### config.mk
export PLATFORM = sky130hd
export DESIGN_NAME = alu_exec_ctrl_flat
export DESIGN_NICKNAME = d
export VERILOG_FILES = /design/src/rtl/alu_exec_pkg.sv /design/src/rtl/alu_exec_ctrl_if.sv /design/src/rtl/alu_exec_regfile.sv /design/src/rtl/alu_exec_ctrl.sv /design/src/flat_wrapper.sv
export SDC_FILE = /design/constraint.sdc
export NUM_CORES = 1
export LEC_CHECK = 0
export BUFFER_PORTS_ARGS = -buffer_cell sky130_fd_sc_hd__buf_4
export CORE_ASPECT_RATIO = 0.7
export CORE_MARGIN = 10
export CORE_UTILIZATION = 40
export CTS_BUF_LIST = sky130_fd_sc_hd__clkbuf_4 sky130_fd_sc_hd__clkbuf_8
export DETAILED_ROUTE_END_ITERATION = 10
export HOLD_SLACK_MARGIN = 0.02
export PLACE_DENSITY = 0.7
export SLEW_MARGIN = 20
export SYNTH_ARGS = -nofsm -noshare
export SYNTH_HDL_FRONTEND = slang
export SYNTH_SLANG_ARGS = --single-unit
### constraint.sdc
create_clock -name clk -period 2.84 [get_ports clk]
set_clock_uncertainty 0.1 [all_clocks]
set_input_delay 0.142 -clock clk [delete_from_list [all_inputs] [get_ports clk]]
set_output_delay 0.142 -clock clk [all_outputs]
set_load 0.02 [all_outputs]
### src/rtl/alu_exec_pkg.sv
// Shared types and constants for the ALU execute controller.
package alu_exec_pkg;

    typedef enum logic [2:0] {
        ST_IDLE,
        ST_READ,
        ST_EXEC,
        ST_WB,
        ST_IMM
    } state_t;

    localparam logic [1:0] DEST_ACC  = 2'b00;
    localparam logic [1:0] DEST_REG  = 2'b01;
    localparam logic [1:0] DEST_BOTH = 2'b10;
    localparam logic [1:0] DEST_IMM  = 2'b11;

    localparam logic [2:0] SEL_PASS = 3'd0;
    localparam logic [2:0] SEL_AND  = 3'd1;
    localparam logic [2:0] SEL_OR   = 3'd2;
    localparam logic [2:0] SEL_NOT  = 3'd3;
    localparam logic [2:0] SEL_ADD  = 3'd4;
    localparam logic [2:0] SEL_SUB  = 3'd5;
    localparam logic [2:0] SEL_INC  = 3'd6;
    localparam logic [2:0] SEL_DEC  = 3'd7;

    localparam int unsigned SEL_LSB  = 5;
    localparam int unsigned DEST_LSB = 3;
    localparam int unsigned RS_LSB   = 0;

    function automatic logic dest_writes_acc(input logic [1:0] dest);
        return (dest == DEST_ACC) || (dest == DEST_BOTH);
    endfunction

    function automatic logic dest_writes_reg(input logic [1:0] dest);
        return (dest == DEST_REG) || (dest == DEST_BOTH);
    endfunction

endpackage

### src/rtl/alu_exec_ctrl_if.sv
// Instruction byte valid/ready channel into the execute controller.
interface alu_exec_ctrl_if #(
    parameter int unsigned DW = 8
);
    logic          instr_valid;
    logic          instr_ready;
    logic [DW-1:0] instr;

    modport master (output instr_valid, output instr, input instr_ready);
    modport slave  (input instr_valid, input instr, output instr_ready);
endinterface

### src/rtl/alu_exec_regfile.sv
// NREG x DW register file: one combinational read port, one synchronous write port.
module alu_exec_regfile #(
    parameter int unsigned DW   = 8,
    parameter int unsigned NREG = 4,
    parameter int unsigned AW   = $clog2(NREG)
) (
    input  logic          clk,
    input  logic          reset,
    input  logic          i_we,
    input  logic [AW-1:0] i_waddr,
    input  logic [DW-1:0] i_wdata,
    input  logic [AW-1:0] i_raddr,
    output logic [DW-1:0] o_rdata
);
    logic [DW-1:0] r_mem [NREG];

    always_ff @(posedge clk or posedge reset) begin
        if (reset) begin
            for (int unsigned i = 0; i < NREG; i++) begin
                r_mem[i] <= '0;
            end
        end else if (i_we) begin
            r_mem[i_waddr] <= i_wdata;
        end
    end

    assign o_rdata = r_mem[i_raddr];
endmodule

### src/rtl/alu_exec_ctrl.sv
// Four-cycle execute controller driving an external combinational ALU.
// Optional flag registers are built when ALU_EXEC_FLAGS_EN is defined.
module alu_exec_ctrl
    import alu_exec_pkg::*;
#(
    parameter int unsigned DW   = 8,
    parameter int unsigned NREG = 4
) (
    input  logic            clk,
    input  logic            reset,
    alu_exec_ctrl_if.slave  instr_bus,
    output logic [DW-1:0]   alu_a,
    output logic [DW-1:0]   alu_b,
    output logic [2:0]      alu_sel,
    input  logic [DW-1:0]   alu_out,
    output logic [DW-1:0]   acc,
    output logic            done,
    output logic            zero_flag,
    output logic            neg_flag
);
    localparam int unsigned AW = $clog2(NREG);

    state_t        r_state;
    state_t        w_next;
    logic          w_ready;
    logic          w_retire;
    logic          w_rf_we;
    logic [2:0]    r_sel;
    logic [1:0]    r_dest;
    logic [AW-1:0] r_rs;
    logic [DW-1:0] r_res;
    logic [DW-1:0] r_alu_a;
    logic [DW-1:0] r_alu_b;
    logic [2:0]    r_alu_sel;
    logic [DW-1:0] r_acc;
    logic          r_done;
    logic [DW-1:0] w_rf_rdata;

    // Ready is a pure state decode so it never depends on instr_valid.
    assign w_ready  = (r_state == ST_IDLE) || (r_state == ST_IMM);
    assign w_retire = (r_state == ST_WB) || ((r_state == ST_IMM) && instr_bus.instr_valid);
    assign w_rf_we  = (r_state == ST_WB) && dest_writes_reg(r_dest);
    assign instr_bus.instr_ready = w_ready;

    always_comb begin
        w_next = r_state;
        unique case (r_state)
            ST_IDLE: begin
                if (instr_bus.instr_valid) begin
                    w_next = (instr_bus.instr[DEST_LSB +: 2] == DEST_IMM) ? ST_IMM : ST_READ;
                end
            end
            ST_READ: w_next = ST_EXEC;
            ST_EXEC: w_next = ST_WB;
            ST_WB:   w_next = ST_IDLE;
            ST_IMM: begin
                if (instr_bus.instr_valid) begin
                    w_next = ST_IDLE;
                end
            end
            default: w_next = ST_IDLE;
        endcase
    end

    always_ff @(posedge clk or posedge reset) begin
        if (reset) begin
            r_state   <= ST_IDLE;
            r_sel     <= '0;
            r_dest    <= '0;
            r_rs      <= '0;
            r_res     <= '0;
            r_alu_a   <= '0;
            r_alu_b   <= '0;
            r_alu_sel <= '0;
            r_acc     <= '0;
            r_done    <= 1'b0;
        end else begin
            r_state <= w_next;
            r_done  <= w_retire;
            if ((r_state == ST_IDLE) && instr_bus.instr_valid) begin
                r_sel  <= instr_bus.instr[SEL_LSB +: 3];
                r_dest <= instr_bus.instr[DEST_LSB +: 2];
                r_rs   <= instr_bus.instr[RS_LSB +: AW];
            end
            if (r_state == ST_READ) begin
                r_alu_a   <= r_acc;
                r_alu_b   <= w_rf_rdata;
                r_alu_sel <= r_sel;
            end
            if (r_state == ST_EXEC) begin
                r_res <= alu_out;
            end
            if ((r_state == ST_WB) && dest_writes_acc(r_dest)) begin
                r_acc <= r_res;
            end else if ((r_state == ST_IMM) && instr_bus.instr_valid) begin
                r_acc <= instr_bus.instr;
            end
        end
    end

    alu_exec_regfile #(
        .DW   (DW),
        .NREG (NREG),
        .AW   (AW)
    ) u_regfile (
        .clk     (clk),
        .reset   (reset),
        .i_we    (w_rf_we),
        .i_waddr (r_rs),
        .i_wdata (r_res),
        .i_raddr (r_rs),
        .o_rdata (w_rf_rdata)
    );

`ifdef ALU_EXEC_FLAGS_EN
    logic [DW-1:0] w_wb_val;
    logic          r_zero;
    logic          r_neg;

    // Flags track the retired value, even when only the register file is written.
    assign w_wb_val = (r_state == ST_IMM) ? instr_bus.instr : r_res;

    always_ff @(posedge clk or posedge reset) begin
        if (reset) begin
            r_zero <= 1'b0;
            r_neg  <= 1'b0;
        end else if (w_retire) begin
            r_zero <= (w_wb_val == '0);
            r_neg  <= w_wb_val[DW-1];
        end
    end

    assign zero_flag = r_zero;
    assign neg_flag  = r_neg;
`else
    assign zero_flag = 1'b0;
    assign neg_flag  = 1'b0;
`endif

    assign alu_a   = r_alu_a;
    assign alu_b   = r_alu_b;
    assign alu_sel = r_alu_sel;
    assign acc     = r_acc;
    assign done    = r_done;
endmodule

### src/flat_wrapper.sv
// flat-port wrapper written by rule: the top's interface ports become plain ports
module alu_exec_ctrl_flat import alu_exec_pkg::*;
#(
    parameter int unsigned DW   = 8,
    parameter int unsigned NREG = 4
)
  (clk, reset, alu_a, alu_b, alu_sel, alu_out, acc, done, zero_flag, neg_flag, instr_bus_instr_valid, instr_bus_instr, instr_bus_instr_ready);
  alu_exec_ctrl_if #(.DW(DW)) instr_bus_i ();
  input  logic clk;
  input  logic reset;
  output logic [DW-1:0] alu_a;
  output logic [DW-1:0] alu_b;
  output logic [2:0] alu_sel;
  input  logic [DW-1:0] alu_out;
  output logic [DW-1:0] acc;
  output logic done;
  output logic zero_flag;
  output logic neg_flag;
  input wire logic [$bits(instr_bus_i.instr_valid)-1:0] instr_bus_instr_valid;
  input wire logic [$bits(instr_bus_i.instr)-1:0] instr_bus_instr;
  output wire logic [$bits(instr_bus_i.instr_ready)-1:0] instr_bus_instr_ready;
  assign instr_bus_i.instr_valid = instr_bus_instr_valid;
  assign instr_bus_i.instr = instr_bus_instr;
  assign instr_bus_instr_ready = instr_bus_i.instr_ready;
  alu_exec_ctrl #(.DW(DW), .NREG(NREG)) u_core (.clk(clk), .reset(reset), .instr_bus(instr_bus_i), .alu_a(alu_a), .alu_b(alu_b), .alu_sel(alu_sel), .alu_out(alu_out), .acc(acc), .done(done), .zero_flag(zero_flag), .neg_flag(neg_flag));
endmodule
==> flow_summary_export.csv, run 1 <==
group,metric,value,unit
timing,whs,0.331,ns
placed_design,dp_hpwl,4890,µm
final_layout,area_growth,25.0,%
die,dieArea,0.0125,mm²
clocking,clock_path_buffers,2,
clocking,htree_levels,3,
final_layout,num_antenna_cells,0,
worst_setup_path,path_max_fanout,11,
detailed_routing,wl_per_cell,18.4,µm
final_layout,seqCellArea,0.00195,mm²
power_and_ir_drop,peakVddDrop,0.000511,V
min_path,hp-class,"in2async",
synthesis,syn_avg_cell_area,15.7,µm²
clocking,cts_made_buffers,9,
synthesis,ys_types,29,
worst_setup_path,worstPathCellList,"and4bb_2, and3_1, mux2_2",
synthesis,synth_edf_count,0,
detailed_routing,dr.pass1.iters,4,
synthesis,synthArstFlopShare,1.00,
final_layout,finalNetCount,303,
final_layout,fillCellCount,661,
synthesis,synth.most_common_cell,"dfrtp_1",
global_routing,grt_pass1_wl,11800,µm
timing,clock.fmax,0.473,GHz
synthesis,synth-simple-area-share,0.0774,
synthesis,synth-xor-area-share,0,
worst_setup_path,cpMaxStageDelayCell,"dfrtp_1",
clocking,postCtsResizedCells,0,
timing,rsz0062_at_grt,"false",
detailed_routing,drt_wl_total,7150,µm
worst_setup_path,path_class,"reg2reg",
synthesis,synth-compound-area-share,0.0351,
detailed_routing,via_per_inst,5.24,
placed_design,numPortBuffers,47,
synthesis,ys.flop_type,"dfrtp_1",
timing,hold_viol,0,
flow_run,maxCapViolations,0,
timing,worst_slew_pin_slew,0.729,ns
global_routing,grt_pass1_vias,2228,
synthesis,ys_ff_latch,78,
global_routing,grt.total_usage,0.124,
timing,slew_headroom,0.511,
placed_design,gp_congestion,0.782,
synthesis,synthAdderAreaFrac,0.00748,
placed_design,dp_cells,354,
die,start_util,0.418,
detailed_routing,drc_errors,0,
final_layout,stdcell_count,388,
worst_setup_path,cpLargestDelayFamily,"simple AND/OR/NAND/NOR gates",
timing,tns,0,ns
worst_setup_path,end_kind,"flip-flop",
synthesis,synth.area.mux_share,0.269,
clocking,clkLatencyLatePin,0.35,ns
clocking,clock_sinks,78,
placed_design,pre_cts_slack,0.688,ns
synthesis,synth_area_leader_cell,"dfrtp_1",
detailed_routing,dr_total_vias,2033,
die,core,0.00801,mm²
worst_setup_path,critPathLaunchType,"flip-flop",
synthesis,ys_top_cells_by_area,"dfrtp_1 (58%), mux2_2 (22%), mux4_2 (5.4%), o221a_2 (2.7%), nand2b_1 (1.9%)",
global_routing,grt_overflow_total,0,
worst_setup_path,critPathArrivalTime,2.25,ns
clocking,path_clk_slew,0.08,ns
worst_setup_path,max_stage_delay,0.63,ns
power_and_ir_drop,p_per_area,1150,mW/mm²
timing,min_period_over_period,0.744,
status,status,"complete, no violations",
power_and_ir_drop,leakagePower,1.88,nW
worst_setup_path,timing.rr.start,"u_core.r_rs[0]",
clocking,tritoncts,"done",
synthesis,synth_area,0.00335,mm²
synthesis,synth_common_cells,"dfrtp_1 (78), mux2_2 (64), nand2b_1 (10)",
detailed_routing,antenna_left,0,
final_layout,drive_gt1_frac,0.540,
synthesis,synth_top_family_by_area,"multiplexers",
final_layout,fin_area,0.00419,mm²
timing,finalCriticalPeriod,2.11,ns
timing,worst_slack,0.727,ns
die,rows,27,
clocking,clockRootBuffer,"clkbuf_8",
worst_setup_path,startpoint,"u_core.r_rs[0]",
synthesis,ys_seq_area_frac,0.583,
worst_setup_path,crit_buf_inv,0,
worst_setup_path,worstPathRequired,2.98,ns
synthesis,yosys_warnings,0,
die,dieWidth,129,µm
final_layout,multiInputGateArea,0.00131,mm²
placed_design,place_area,0.00379,mm²
synthesis,synthCells,213,
timing,slew_violations,0,
synthesis,yosys.area.top_type_share,0.583,
global_routing,grt_start_max_net_pins,79,
die,die_height,96.5,µm
global_routing,antenna_found_initial,0,
die,ios,50,
timing,setup_viol,0,
detailed_routing,drtIter0Drc,73,
==> layout by cell type, fill, tap and decap left out, types with 3 or more instances in the layout <==
cell type      instances
mux4_2                 8
mux2_2                64
clkbuf_8               9
buf_4                 49
o221a_2                8
dfrtp_1               78
nand2b_1              10
nand2_1                6
nor2_1                 3
dlygate4sd3_1         18
==> flip-flops by register name (all words and copies together) (netlist names) <==
signal	flops
u_core.alu_b	8
u_core.acc	8
u_core.alu_sel	3
u_core.r_sel	3
u_core.r_state	3
u_core.r_res	8
u_core.u_regfile.r_mem	32
u_core.r_dest	2
u_core.r_rs	2
u_core.alu_a	8
u_core.done	1
==> worst min-delay path, stage by stage <==
cell and delay (ns):
dlygate4sd3_1 0.53, buf_4 0.13, inv_2 0.06, buf_12 0.34
==> kinds of logic after synthesis <==
logic type,Yosys count
DFF,78
other,1
AOI/OAI and AO/OA,13
and+or+nand+nor,33
muxes,72
buffers and inverters,14
adders and majority gates,2
==> power breakdown <==
part	leakage, nW	total, mW	switching (mW)	internal [mW]
sequential	0.960	2.10	0.470	1.63
clock	0.110	0.912	0.409	0.503
combinational	0.815	1.81	0.752	1.06
total	1.88	4.82	1.63	3.19
==> what timing repair did <==
item | in CTS | in global routing
hold buffers | 18 | 0
buffers inserted | 0 | 0
hold endpoints to repair | 96 | 0
==> worst paths after layout <==
kind / end / slack [ns] / cells past startpoint
hold reg to reg: u_core.u_regfile.r_mem[10] / 0.41 / 1
setup / recovery: u_core.u_regfile.r_mem[13] / 0.73 / 3
setup reg to reg: u_core.u_regfile.r_mem[13] / 0.73 / 3
min in group clk: u_core.u_regfile.r_mem[10] / 0.41 / 1
max in group asynchronous: u_core.alu_sel[0] / 1.99 / 4
hold / removal: u_core.alu_b[4] / 0.33 / 4
==> per-layer routing <==
layer | vias up | track usage | routed length (µm)
met5 | - | 0 | 0
met3 | 11 | 0.0468 | 376
met1 | 1057 | 0.155 | 3200
met4 | 0 | 0.0396 | 99
li1 | 919 | - | -
met2 | 46 | 0.196 | 3480
==> stage by stage <==
stage	util	power, mW
floorplan	-	3.31
global placement	0.473	3.90
detailed placement	0.473	3.95
CTS	0.523	4.90
global route	0.523	5.12
finish	0.523	4.82
==> final cells by class <==
cell class	instances	share of cell area
Sequential cell	78	0.466
Multi-Input combinational cell	122	0.313
Timing Repair Buffer	68	0.136
Clock buffer	10	0.0314
Tap cell	101	0.0302
Clock inverter	6	0.0206
Inverter	3	0.00269
(Power assumes the default switching activity.)
==> run 2, diff against run 1 <==
- PLACE_DENSITY: 0.7 -> 0.73
- clock period: 2.84 -> 1.9 ns (I/O delays scaled with it)
==> run 2 against run 1 <==
Clock power rose by 37%; combinational power rose by 65%; largest cell class unchanged; largest power group unchanged; utilization rose by 1.8 points.
==> flow_summary_export.csv, run 2 (synthesized netlist as in run 1, its figures left out) <==
group,metric,value,unit
status,status,"complete, no violations",
timing,worst_slew_pin_slew,0.558,ns
power_and_ir_drop,p_per_area,1690,mW/mm²
min_path,hp-class,"in2async",
timing,finalCriticalPeriod,1.82,ns
power_and_ir_drop,power_frac_comb,0.408,
power_and_ir_drop,leakagePower,1.95,nW
timing,slew_violations,0,
final_layout,area_growth,29.3,%
detailed_routing,antenna_left,0,
detailed_routing,drt_wl_total,7650,µm
detailed_routing,drtIter0Drc,105,
final_layout,final_cell_mix,"dfrtp_1 (78), mux2_2 (64), buf_4 (59)",
worst_setup_path,ff2ff_path_depth,6,
clocking,clockRootBuffer,"clkbuf_8",
global_routing,top_usage_layer,"met2",
die,dieArea,0.0125,mm²
power_and_ir_drop,total_power,7.33,mW
clocking,clock_path_buffers,2,
power_and_ir_drop,power.switching,2.53,mW
placed_design,gp_congestion,0.790,
worst_setup_path,end_kind,"flip-flop",
global_routing,grt_pass1_vias,2254,
timing,min_period_over_period,0.960,
clocking,path_clk_slew,0.08,ns
final_layout,layout_commonest_cell,"dfrtp_1",
timing,tns,0,ns
worst_setup_path,regToRegEndpoint,"u_core.u_regfile.r_mem[15]",
timing,slew_headroom,0.627,
power_and_ir_drop,peakVddDrop,0.000727,V
worst_setup_path,critPathArrivalTime,1.97,ns
flow_run,maxCapViolations,0,
worst_setup_path,path_class,"reg2reg",
clocking,clock_sinks,78,
detailed_routing,drc_errors,0,
final_layout,largest_register,"u_core.u_regfile.r_mem",
detailed_routing,dr.pass1.iters,4,
worst_setup_path,max_stage_delay,0.33,ns
worst_setup_path,worstPathRequired,2.05,ns
die,start_util,0.418,
power_and_ir_drop,p_int,4.80,mW
final_layout,largest_reg_flops,32,
clocking,tritoncts,"done",
clocking,htree_levels,3,
clocking,post-cts-setup-buffer-count,0,
worst_setup_path,critPathLaunchType,"flip-flop",
power_and_ir_drop,p_clk_frac,0.170,
worst_setup_path,startpoint,"u_core.r_dest[0]",
timing,rsz0062_at_grt,"false",
placed_design,dp_hpwl,5390,µm
die,rows,27,
timing,hold_viol,0,
power_and_ir_drop,power.share.sequential,0.422,
worst_setup_path,timing.rr.start,"u_core.r_dest[0]",
worst_setup_path,worstPathCellList,"inv_1, ha_4, and4bb_2, and3_4, buf_12, mux2_2",
worst_setup_path,path_max_fanout,8,
final_layout,finalNetCount,316,
global_routing,grt_start_max_net_pins,36,
detailed_routing,dr_total_vias,2068,
timing,clock.fmax,0.548,GHz
placed_design,dp_cells,367,
placed_design,numPortBuffers,47,
die,core,0.00801,mm²
global_routing,antenna_found_initial,0,
detailed_routing,via_per_inst,5.16,
final_layout,drive_gt1_frac,0.570,
global_routing,grtUsageMet2,0.207,
clocking,cts_made_buffers,9,
global_routing,grt_pass1_wl,12400,µm
die,dieWidth,129,µm
global_routing,grtUsageMet3,0.0511,
power_and_ir_drop,p_sw_frac,0.345,
worst_setup_path,r2r_slack,0.08,ns
detailed_routing,wl_per_cell,19.1,µm
die,ios,50,
timing,setup_viol,0,
global_routing,grt.total_usage,0.133,
worst_setup_path,cpMaxStageDelayCell,"dfrtp_1",
final_layout,num_antenna_cells,0,
die,die_height,96.5,µm
global_routing,grt_util_met1,0.166,
clocking,clkLatencyLatePin,0.36,ns
global_routing,grt_overflow_total,0,
final_layout,stdcell_count,401,
## run 2: layout make-up
cell class                 count  area (µm²)
tap                          101         126
sequential                    78        1950
clock buffer                  10         138
timing repair buffer          81         703
clock inverter                 6        61.3
multi-input combinational    122        1330
inverter                       3        15.0
fill                         675        3680
## run 2: metrics by stage
| stage | cell area [µm²] | hold WS (ns) | util | setup slack, ns |
|---|---|---|---|---|
| final | 4330 | 0.230 | 0.540 | 0.0765 |
| after global routing | 4330 | 0.291 | 0.540 | 0.00264 |
| after CTS | 4310 | 0.233 | 0.538 | 0.0310 |
| after detailed placement | 3930 | 0.0884 | 0.490 | 0.0132 |
| after global placement | 3930 | 0.0820 | 0.490 | 0.0474 |
| after floorplan | 3350 | 0.112 | - | 0.119 |
## run 2: metal layers
metal  vias to the layer above  wire, µm
li1                        943         -
met1                      1050      3450
met2                        63      3580
met3                        12       536
met4                         0        93
met5                         -         0
## run 2: timing repair
item                                    CTS  global route
endpoints found under the setup margin    1            14
gates resized for setup                   1             2
hold endpoints to repair                 48             0
hold buffers                             18             0
## run 2: worst max-delay path by stage
stage | to | slack (ns) | cells after the start
2_1_floorplan | u_core.u_regfile.r_mem[10] | 0.12 | 6
3_3_place_gp | u_core.acc[3] | 0.05 | 3
4_1_cts | u_core.u_regfile.r_mem[15] | 0.03 | 6
6_report | u_core.u_regfile.r_mem[15] | 0.08 | 6
3_5_place_dp | u_core.acc[6] | 0.01 | 3
5_1_grt | u_core.u_regfile.r_mem[8] | 0.003 | 6
## run 2: worst max-delay path, delay by kind of cell (launching register included)
| kind | cells | cell delay [ns] |
|---|---|---|
| adder cells (fa/ha/maj) | 1 | 0.29 |
| AND/OR/NAND/NOR | 2 | 0.45 |
| flip-flops | 1 | 0.33 |
| multiplexers | 1 | 0.33 |
| buffers and inverters | 2 | 0.20 |
## run 2: power by group through the flow
stage | clock network [mW] | registers [mW] | logic [mW]
after floorplan | 0 | 3.16 | 1.78
after CTS | 1.29 | 3.08 | 3.01
after detailed placement | 0 | 3.11 | 2.96
after global routing | 1.36 | 3.20 | 3.22
final | 1.25 | 3.09 | 2.99
after global placement | 0 | 3.07 | 2.90
